`src/rtl/regfile_access_ctrl.sv`:
```
// Access sequencer for a register file of dual-read-port registers: one request per
// handshake, up to two reads then an optional write, result returned on a valid/ready channel.
module regfile_access_ctrl #(
    parameter int NREGS  = 8,
    parameter int ADDR_W = 3,
    parameter int DATA_W = 16
) (
    input  logic              clk,
    input  logic              rst,
    input  logic              req_valid,
    output logic              req_ready,
    input  logic              req_we,
    input  logic [ADDR_W-1:0] req_waddr,
    input  logic [DATA_W-1:0] req_wdata,
    input  logic [ADDR_W-1:0] req_raddr1,
    input  logic [ADDR_W-1:0] req_raddr2,
    output logic              rsp_valid,
    input  logic              rsp_ready,
    output logic [DATA_W-1:0] rsp_rdata1,
    output logic [DATA_W-1:0] rsp_rdata2,
    output logic              rsp_err,
    output logic [NREGS-1:0]  ren1,
    output logic [NREGS-1:0]  ren2,
    output logic [NREGS-1:0]  wen,
    output logic [DATA_W-1:0] d,
    input  logic [DATA_W-1:0] bl1,
    input  logic [DATA_W-1:0] bl2
);

    typedef enum logic [2:0] {S_IDLE, S_READ, S_CAPTURE, S_WRITE, S_RESP} state_t;

    state_t              r_state;
    logic                r_we;
    logic                r_err;
    logic [ADDR_W-1:0]   r_waddr;
    logic [ADDR_W-1:0]   r_raddr1;
    logic [ADDR_W-1:0]   r_raddr2;
    logic [DATA_W-1:0]   r_wdata;
    logic                w_err;

    function automatic logic in_range(input logic [ADDR_W-1:0] a);
        return int'(a) < NREGS;
    endfunction

    // Out-of-range addresses decode to an all-zero enable vector.
    function automatic logic [NREGS-1:0] onehot(input logic [ADDR_W-1:0] a);
        logic [NREGS-1:0] v;
        for (int i = 0; i < NREGS; i++) v[i] = (int'(a) == i);
        return v;
    endfunction

    assign w_err = !in_range(req_raddr1) || !in_range(req_raddr2) ||
                   (req_we && !in_range(req_waddr));

    always_ff @(posedge clk or negedge rst) begin
        if (!rst) begin
            r_state    <= S_IDLE;
            req_ready  <= 1'b1;
            rsp_valid  <= 1'b0;
            rsp_rdata1 <= '0;
            rsp_rdata2 <= '0;
            rsp_err    <= 1'b0;
            ren1       <= '0;
            ren2       <= '0;
            wen        <= '0;
            d          <= '0;
            r_we       <= 1'b0;
            r_err      <= 1'b0;
            r_waddr    <= '0;
            r_raddr1   <= '0;
            r_raddr2   <= '0;
            r_wdata    <= '0;
        end else begin
            case (r_state)
                S_IDLE: begin
                    if (req_valid) begin
                        r_we      <= req_we;
                        r_waddr   <= req_waddr;
                        r_wdata   <= req_wdata;
                        r_raddr1  <= req_raddr1;
                        r_raddr2  <= req_raddr2;
                        r_err     <= w_err;
                        rsp_err   <= 1'b0;
                        ren1      <= onehot(req_raddr1);
                        ren2      <= onehot(req_raddr2);
                        req_ready <= 1'b0;
                        r_state   <= S_READ;
                    end
                end
                S_READ: r_state <= S_CAPTURE;
                S_CAPTURE: begin
                    rsp_rdata1 <= in_range(r_raddr1) ? bl1 : '0;
                    rsp_rdata2 <= in_range(r_raddr2) ? bl2 : '0;
                    rsp_err    <= r_err;
                    ren1       <= '0;
                    ren2       <= '0;
                    if (r_we) begin
                        wen     <= onehot(r_waddr);
                        d       <= in_range(r_waddr) ? r_wdata : '0;
                        r_state <= S_WRITE;
                    end else begin
                        rsp_valid <= 1'b1;
                        r_state   <= S_RESP;
                    end
                end
                S_WRITE: begin
                    wen       <= '0;
                    d         <= '0;
                    rsp_valid <= 1'b1;
                    r_state   <= S_RESP;
                end
                S_RESP: begin
                    if (rsp_ready) begin
                        rsp_valid <= 1'b0;
                        req_ready <= 1'b1;
                        r_state   <= S_IDLE;
                    end
                end
                default: r_state <= S_IDLE;
            endcase
        end
    end

endmodule

```
`config.mk`:
```
export PLATFORM = sky130hd
export DESIGN_NAME = regfile_access_ctrl
export DESIGN_NICKNAME = d
export VERILOG_FILES = /design/src/rtl/regfile_access_ctrl.sv
export SDC_FILE = /design/constraint.sdc
export NUM_CORES = 1
export LEC_CHECK = 0
export ABC_CLOCK_PERIOD_IN_PS = 2200
export CELL_PAD_IN_SITES_DETAIL_PLACEMENT = 0
export CELL_PAD_IN_SITES_GLOBAL_PLACEMENT = 2
export CORE_MARGIN = 2
export CORE_UTILIZATION = 28
export CTS_BUF_LIST = sky130_fd_sc_hd__clkbuf_8
export DETAILED_ROUTE_END_ITERATION = 16
export GPL_TIMING_DRIVEN = 0
export PLACE_DENSITY = 0.91
export SYNTH_ARGS = -nofsm -noshare
export SYNTH_HDL_FRONTEND = slang
export SYNTH_SLANG_ARGS = --single-unit
```
`constraint.sdc`:
```
create_clock -name clk -period 2.2 [get_ports clk]
set_input_delay 0.33 -clock clk [delete_from_list [all_inputs] [get_ports clk]]
set_output_delay 0.33 -clock clk [all_outputs]
set_load 0.03 [all_outputs]
```
### Word level (Yosys, flattened, before mapping)

Index checks and enable logic that the tools add are counted.

| storage, ports and cells | value |
|---|---|
| bits in registers | 98 |
| output and inout bits | 75 |
| logic and storage cells | 75 |

| cells by class | value |
|---|---|
| eq/ne operators | 29 |
| multiplexer cells | 19 |
| reductions and logical operators | 14 |

Operators with widths:

| operator | count |
|---|---|
| one-hot mux 8 bit (2 select lines) | 3 |
| == test 3 bit, second input constant | 13 |
| one-hot mux 16 bit (2 select lines) | 1 |
| == test 3 x 2 -> 1 bit, second input constant | 8 |
| two-way mux 8 bit | 3 |
| two-way mux 16 bit | 1 |
| one-hot mux 3 bit (5 select lines) | 1 |
| == test 3 x 1 -> 1 bit, second input constant | 4 |
| logical NOT 3 bit | 4 |
| two-way mux 3 bit | 3 |
| != test 2 bit, second input constant | 4 |
| AND reduction 2 bit | 4 |
| AND reduction 3 bit | 2 |
| nonzero test 2 bit | 3 |
| two-way mux 1 bit | 4 |
| one-hot mux 1 bit (2 select lines) | 2 |
| one-hot mux 1 bit (3 select lines) | 1 |
| nonzero test 3 bit | 1 |

### Depth between registers and ports, before layout

| logic depth | value |
|---|---|
| depth in word-level cells | 3 |
| gate-level depth with buffers | 6 |

### Worst setup path after synthesis

No wires, ideal clock.

| timing path | value |
|---|---|
| path kind | register to register |
| from | reg r_state[0] |
| to | reg ren1[1] |
| data arrival time | 1.725 ns |
| slack | 0.397 ns |
| cell stages (with the launch flop) | 6 |
| buffers on the path | 2 |
| cells stage by stage | dfrtp_1 > buf_6 > or4b_4 > buf_6 > or4b_1 > a21oi_1 |

| on the way | value |
|---|---|
| word-level cells in the longest chain between the ends | 3 |

RTL lines:

| what | RTL line | text |
|---|---|---|
| start, declared | 32 | `state_t r_state;` |
| start signal, assigned | 57 | `r_state <= S_IDLE;` |
| start signal, assigned | 87 | `r_state <= S_READ;` |
| start signal, assigned | 90 | `S_READ: r_state <= S_CAPTURE;` |
| == test 3 x 2 -> 1 bit / logical NOT 3 bit (equally long branches) | 74 | `case (r_state)` |
| nonzero test 2 bit (no line) / != test 2 bit (equally long branches) | -- |  |
| AND reduction 2 bit (no line) | -- |  |
| end signal, assigned | 84 | `ren1 <= onehot(req_raddr1);` |
| end, declared | 22 | `output logic [NREGS-1:0] ren1,` |

Parallel ways exist; a longest one is shown, timed or not.
A chain may end at the register's enable or synchronous reset.

### Final worst setup path

| timing path | value |
|---|---|
| from | reg r_state[2] |
| to | reg rsp_rdata1[11] |

| on the way | value |
|---|---|
| word-level cells in the longest chain between the ends | 1 |

RTL lines:

| what | RTL line | text |
|---|---|---|
| == test 3 x 2 -> 1 bit | 74 |  |
| end signal, assigned | 92 | `rsp_rdata1 <= in_range(r_raddr1) ? bl1 : '0;` |
| end, declared | 19 | `output logic [DATA_W-1:0] rsp_rdata1,` |

Every way passes these cells.

==> metrics.txt <==
# TYPE chip_impl_metric gauge
chip_impl_metric{name="drc",unit=""} 0
chip_impl_metric{name="max_capacitance_violation_count",unit=""} 0
chip_impl_metric{name="final-max-slew-violation-count",unit=""} 0
chip_impl_metric{name="layout.cell_area.non_filler",unit="um2"} 5710
chip_impl_metric{name="pre_cts_ws",unit="ns"} -0.355
chip_impl_info{name="timing.hold.worst.class",value="in2reg"} 1
chip_impl_metric{name="grt_first_pass_wirelength",unit="um"} 15500
chip_impl_metric{name="final_layout_size_suffix_gt1_share",unit="%"} 12.8
chip_impl_metric{name="power_switching",unit="W"} 0.00335
chip_impl_metric{name="cts_max_path_buffers",unit=""} 2
chip_impl_metric{name="fill_cells",unit=""} 1345
chip_impl_info{name="slowest_stage",value="sky130_fd_sc_hd__dfrtp_1"} 1
chip_impl_info{name="postSynth.topFlopCell",value="sky130_fd_sc_hd__dfrtp_1"} 1
chip_impl_metric{name="dp_hpwl",unit="um"} 7120
chip_impl_metric{name="number_of_synthesized_flops_with_an_enable_pin",unit=""} 0
chip_impl_metric{name="worst_hold_margin",unit="ns"} 0.474
chip_impl_metric{name="first_global_vias",unit=""} 3067
chip_impl_metric{name="final.setup.worst_slack",unit="ns"} 0.210
chip_impl_metric{name="port_buffers",unit=""} 135
chip_impl_metric{name="antenna_cells",unit=""} 0
chip_impl_metric{name="largest_net_degree_at_the_start_of_global_routing",unit=""} 58
chip_impl_metric{name="yosys_warnings",unit=""} 0
chip_impl_info{name="critical-path-top-delay-family",value="buffers and inverters"} 1
chip_impl_metric{name="syn2layout_area_growth",unit="%"} 47.0
chip_impl_info{name="critical_path.startpoint_type",value="register"} 1
chip_impl_metric{name="seqPwrFrac",unit="%"} 36.5
chip_impl_metric{name="fmaxAchievable",unit="GHz"} 0.502
chip_impl_info{name="tritoncts_clock_tree",value="built"} 1
chip_impl_metric{name="placed_area",unit="um2"} 5490
chip_impl_metric{name="number_of_nets_with_antenna_violations_after_routing",unit=""} 0
chip_impl_metric{name="share_comb_of_total_power",unit="%"} 49.7
chip_impl_metric{name="synth.avg_cell_area",unit="um2"} 11.2
chip_impl_metric{name="slew_of_the_pin_with_the_lowest_slew_margin",unit="ns"} 0.545
chip_impl_metric{name="switching_share",unit="%"} 40.9
chip_impl_metric{name="slowest_delay",unit="ns"} 0.40
chip_impl_metric{name="powerDensity",unit="nW/um2"} 1430
chip_impl_metric{name="synth-async-reset-ratio",unit="%"} 100
chip_impl_metric{name="setup_viol",unit=""} 0
chip_impl_metric{name="core_area",unit="um2"} 13700
chip_impl_metric{name="routed_via_density",unit=""} 4.47
chip_impl_metric{name="timing.critical_path.required",unit="ns"} 2.46
chip_impl_metric{name="route.final.wire_length",unit="um"} 9780
chip_impl_metric{name="number_of_nets_in_the_layout",unit=""} 557
chip_impl_metric{name="total_leakage_power",unit="nW"} 2.44
chip_impl_metric{name="cts_made_buffers",unit=""} 9
chip_impl_metric{name="cts_num_sinks",unit=""} 97
chip_impl_metric{name="internal_power_contribution",unit="W"} 0.00484
chip_impl_metric{name="fin_crit",unit="ns"} 1.99
chip_impl_info{name="status",value="finished, final reports clean"} 1
chip_impl_metric{name="post_cts_setup_buffers",unit=""} 0
chip_impl_info{name="rsz0062_at_grt",value="no"} 1
chip_impl_metric{name="relSlewSlack",unit="%"} 63.7
chip_impl_metric{name="register_bit_count_reported_by_yosys",unit=""} 97
chip_impl_metric{name="yosys.cell_types.count",unit=""} 31
chip_impl_metric{name="fin_crit_sh",unit="%"} 90.5
chip_impl_metric{name="antenna_found_initial",unit=""} 0
chip_impl_metric{name="synthesized_netlist_net_count",unit=""} 409
chip_impl_metric{name="post-place-cells",unit=""} 663
chip_impl_metric{name="pin_count",unit=""} 137
chip_impl_metric{name="grt_util_all_layers",unit="%"} 13.7
chip_impl_info{name="cp-end-kind",value="register"} 1
chip_impl_info{name="timing.critical_path.cells",value="clkbuf_1 -> nor3b_4 -> clkbuf_4 -> buf_2 -> mux2_2"} 1
chip_impl_metric{name="fp.dieArea",unit="um2"} 14800
chip_impl_metric{name="stdcell_count",unit=""} 680
chip_impl_metric{name="via_count",unit=""} 3037
chip_impl_metric{name="cp.buffers_inverters",unit=""} 3
chip_impl_metric{name="ys_seq_area_share",unit="%"} 62.5
chip_impl_metric{name="dr.first_iter.drc_count",unit=""} 108
chip_impl_metric{name="drt_pass1_iterations",unit=""} 4
chip_impl_metric{name="post_synth_inst_count",unit=""} 347
chip_impl_info{name="criticalPathCategory",value="reg2reg"} 1
chip_impl_metric{name="clock_skew",unit="ns"} 0.00995
chip_impl_metric{name="die-width",unit="um"} 122
chip_impl_metric{name="crit_path_max_fanout",unit=""} 10
chip_impl_metric{name="floorplan.initialDensity",unit="%"} 28.3
chip_impl_metric{name="finalHoldViolations",unit=""} 0
chip_impl_info{name="clock_tree.root_cell",value="sky130_fd_sc_hd__clkbuf_8"} 1
chip_impl_metric{name="clk-insertion-delay-late",unit="ns"} 0.37
chip_impl_metric{name="mappedNetlistArea",unit="um2"} 3890
chip_impl_metric{name="power.clock.fraction",unit="%"} 13.8
chip_impl_metric{name="htree_levels",unit=""} 3
chip_impl_metric{name="post_drt_wl_per_cell",unit="um"} 14.4
chip_impl_metric{name="worst-endpoint-arrival",unit="ns"} 2.25
chip_impl_metric{name="floorplan.rows",unit=""} 43
chip_impl_metric{name="vdd_drop_max",unit="mV"} 0.746
chip_impl_metric{name="die_height",unit="um"} 122
chip_impl_metric{name="finish.utilization",unit="%"} 41.7
chip_impl_metric{name="grt_remaining_overflow",unit=""} 0
chip_impl_metric{name="worst_setup_hold_path_clk_slew",unit="ns"} 0.10
chip_impl_metric{name="gpl.final_weighted_congestion",unit=""} 0.728
==> area by class of cell <==
type                    count  area (um2)  area share [%]
repair buffers            137        1390            24.3
plain buffers              22         109            1.90
flip-flops and latches     97        2430            42.5
clock buffers              12         165            2.89
well taps                 180         225            3.94
inverters                   2        7.51           0.131
clock inverters             4        26.3           0.460
multi-input cells         226        1370            23.9
==> tightest hold or removal path, stage by stage <==
cell                              delay (ns)
sky130_fd_sc_hd__clkdlybuf4s50_1        0.39
sky130_fd_sc_hd__nand2_1                0.05
sky130_fd_sc_hd__nand2_1                0.04
==> cell usage after synthesis, drive strengths merged, types with 3 or more instances <==
master,n,area share [%]
clkbuf,15,1.4
dfrtp,96,62
buf,7,1.3
nor2,6,0.58
nand3b,4,0.77
nand2,106,10
a21oi,35,4.5
mux2,33,9.6
a22o,6,1.4
nand3,3,0.39
or4b,7,1.9
nand4b,9,2.0
nand4,3,0.48
o21ai,3,0.39
==> worst paths after layout <==
kind | start | end | slack (ns) | cells after the start
worst min register to register | r_wdata[15] | r_wdata[15] | 0.48 | 2
worst max-delay path | r_state[2] | rsp_rdata1[11] | 0.21 | 5
worst min-delay path | req_wdata[2] | r_wdata[2] | 0.47 | 3
worst max register to register | r_state[2] | rsp_rdata1[11] | 0.21 | 5
min in group asynchronous | rst | ren2[0] | 0.48 | 2
max in group asynchronous | rst | req_ready | 1.03 | 3
==> sequential cells by signal (all words and copies together), names as in the netlist <==
signal,cells
ren1,8
r_we,1
wen,8
r_state,3
rsp_valid,1
ren2,8
rsp_rdata2,16
req_ready,1
rsp_rdata1,16
d,16
r_wdata,16
r_waddr,3
==> metrics by stage <==
stage	setup TNS (ns)	power (W)
finish	0	0.00819
global route	0	0.00872
CTS	0	0.00830
detailed placement	-6.46	0.00711
global placement	-278.43	0.00702
floorplan	0	0.00539
==> timing repair <==
action / CTS / global route
hold buffers: 1 / 0
endpoints found under the setup margin: 33 / 32
gates resized for setup: 2 / 3
endpoints found under the hold margin: 40 / 0
cloned: 0 / 0
==> power by group through the flow <==
stage	combinational [W]	sequential (W)	clock [W]
finish	0.00407	0.00299	0.00113
global route	0.00438	0.00309	0.00125
CTS	0.00411	0.00300	0.00119
detailed placement	0.00409	0.00303	0
global placement	0.00403	0.00299	0
floorplan	0.00131	0.00408	0
==> layer usage <==
layer  global-route usage, %  part of all wire (%)
met1                    17.4                    43
met2                    21.3                    48
met3                    4.54                   7.0
met4                    6.03                   2.1
met5                       0                     0
==> cell families (layout without fill, tap and decap cells) <==
| kind of cell | count (synthesis) | after routing | share of synthesized area, % |
|---|---|---|---|
| and+or+nand+nor | 144 | 144 | 18.0 |
| DFF | 97 | 97 | 62.5 |
| AOI/OAI and AO/OA | 48 | 48 | 7.02 |
| muxes | 33 | 33 | 9.56 |
| buffers and inverters | 24 | 177 | 2.90 |
| other | 1 | 1 | 0.0965 |
==> layout by cell type, fill, tap and decap left out, types with 2 or more instances in the layout <==
cell type and instances:
sky130_fd_sc_hd__clkbuf_1 15, sky130_fd_sc_hd__or4b_1 4, sky130_fd_sc_hd__nor2_1 6, sky130_fd_sc_hd__dfrtp_1 96, sky130_fd_sc_hd__buf_6 2, sky130_fd_sc_hd__clkbuf_8 12
sky130_fd_sc_hd__a21oi_1 35, sky130_fd_sc_hd__clkinv_2 2, sky130_fd_sc_hd__or4b_2 2, sky130_fd_sc_hd__buf_4 2, sky130_fd_sc_hd__a22o_1 6, sky130_fd_sc_hd__nand2_1 106
sky130_fd_sc_hd__a21o_1 2, sky130_fd_sc_hd__mux2_2 33, sky130_fd_sc_hd__inv_1 2, sky130_fd_sc_hd__buf_2 3, sky130_fd_sc_hd__nand3b_1 4, sky130_fd_sc_hd__o21ai_0 3
sky130_fd_sc_hd__nand3_1 3, sky130_fd_sc_hd__nand4_1 3, sky130_fd_sc_hd__nand4b_1 9, sky130_fd_sc_hd__clkdlybuf4s50_1 134
(Power assumes the default switching activity.)
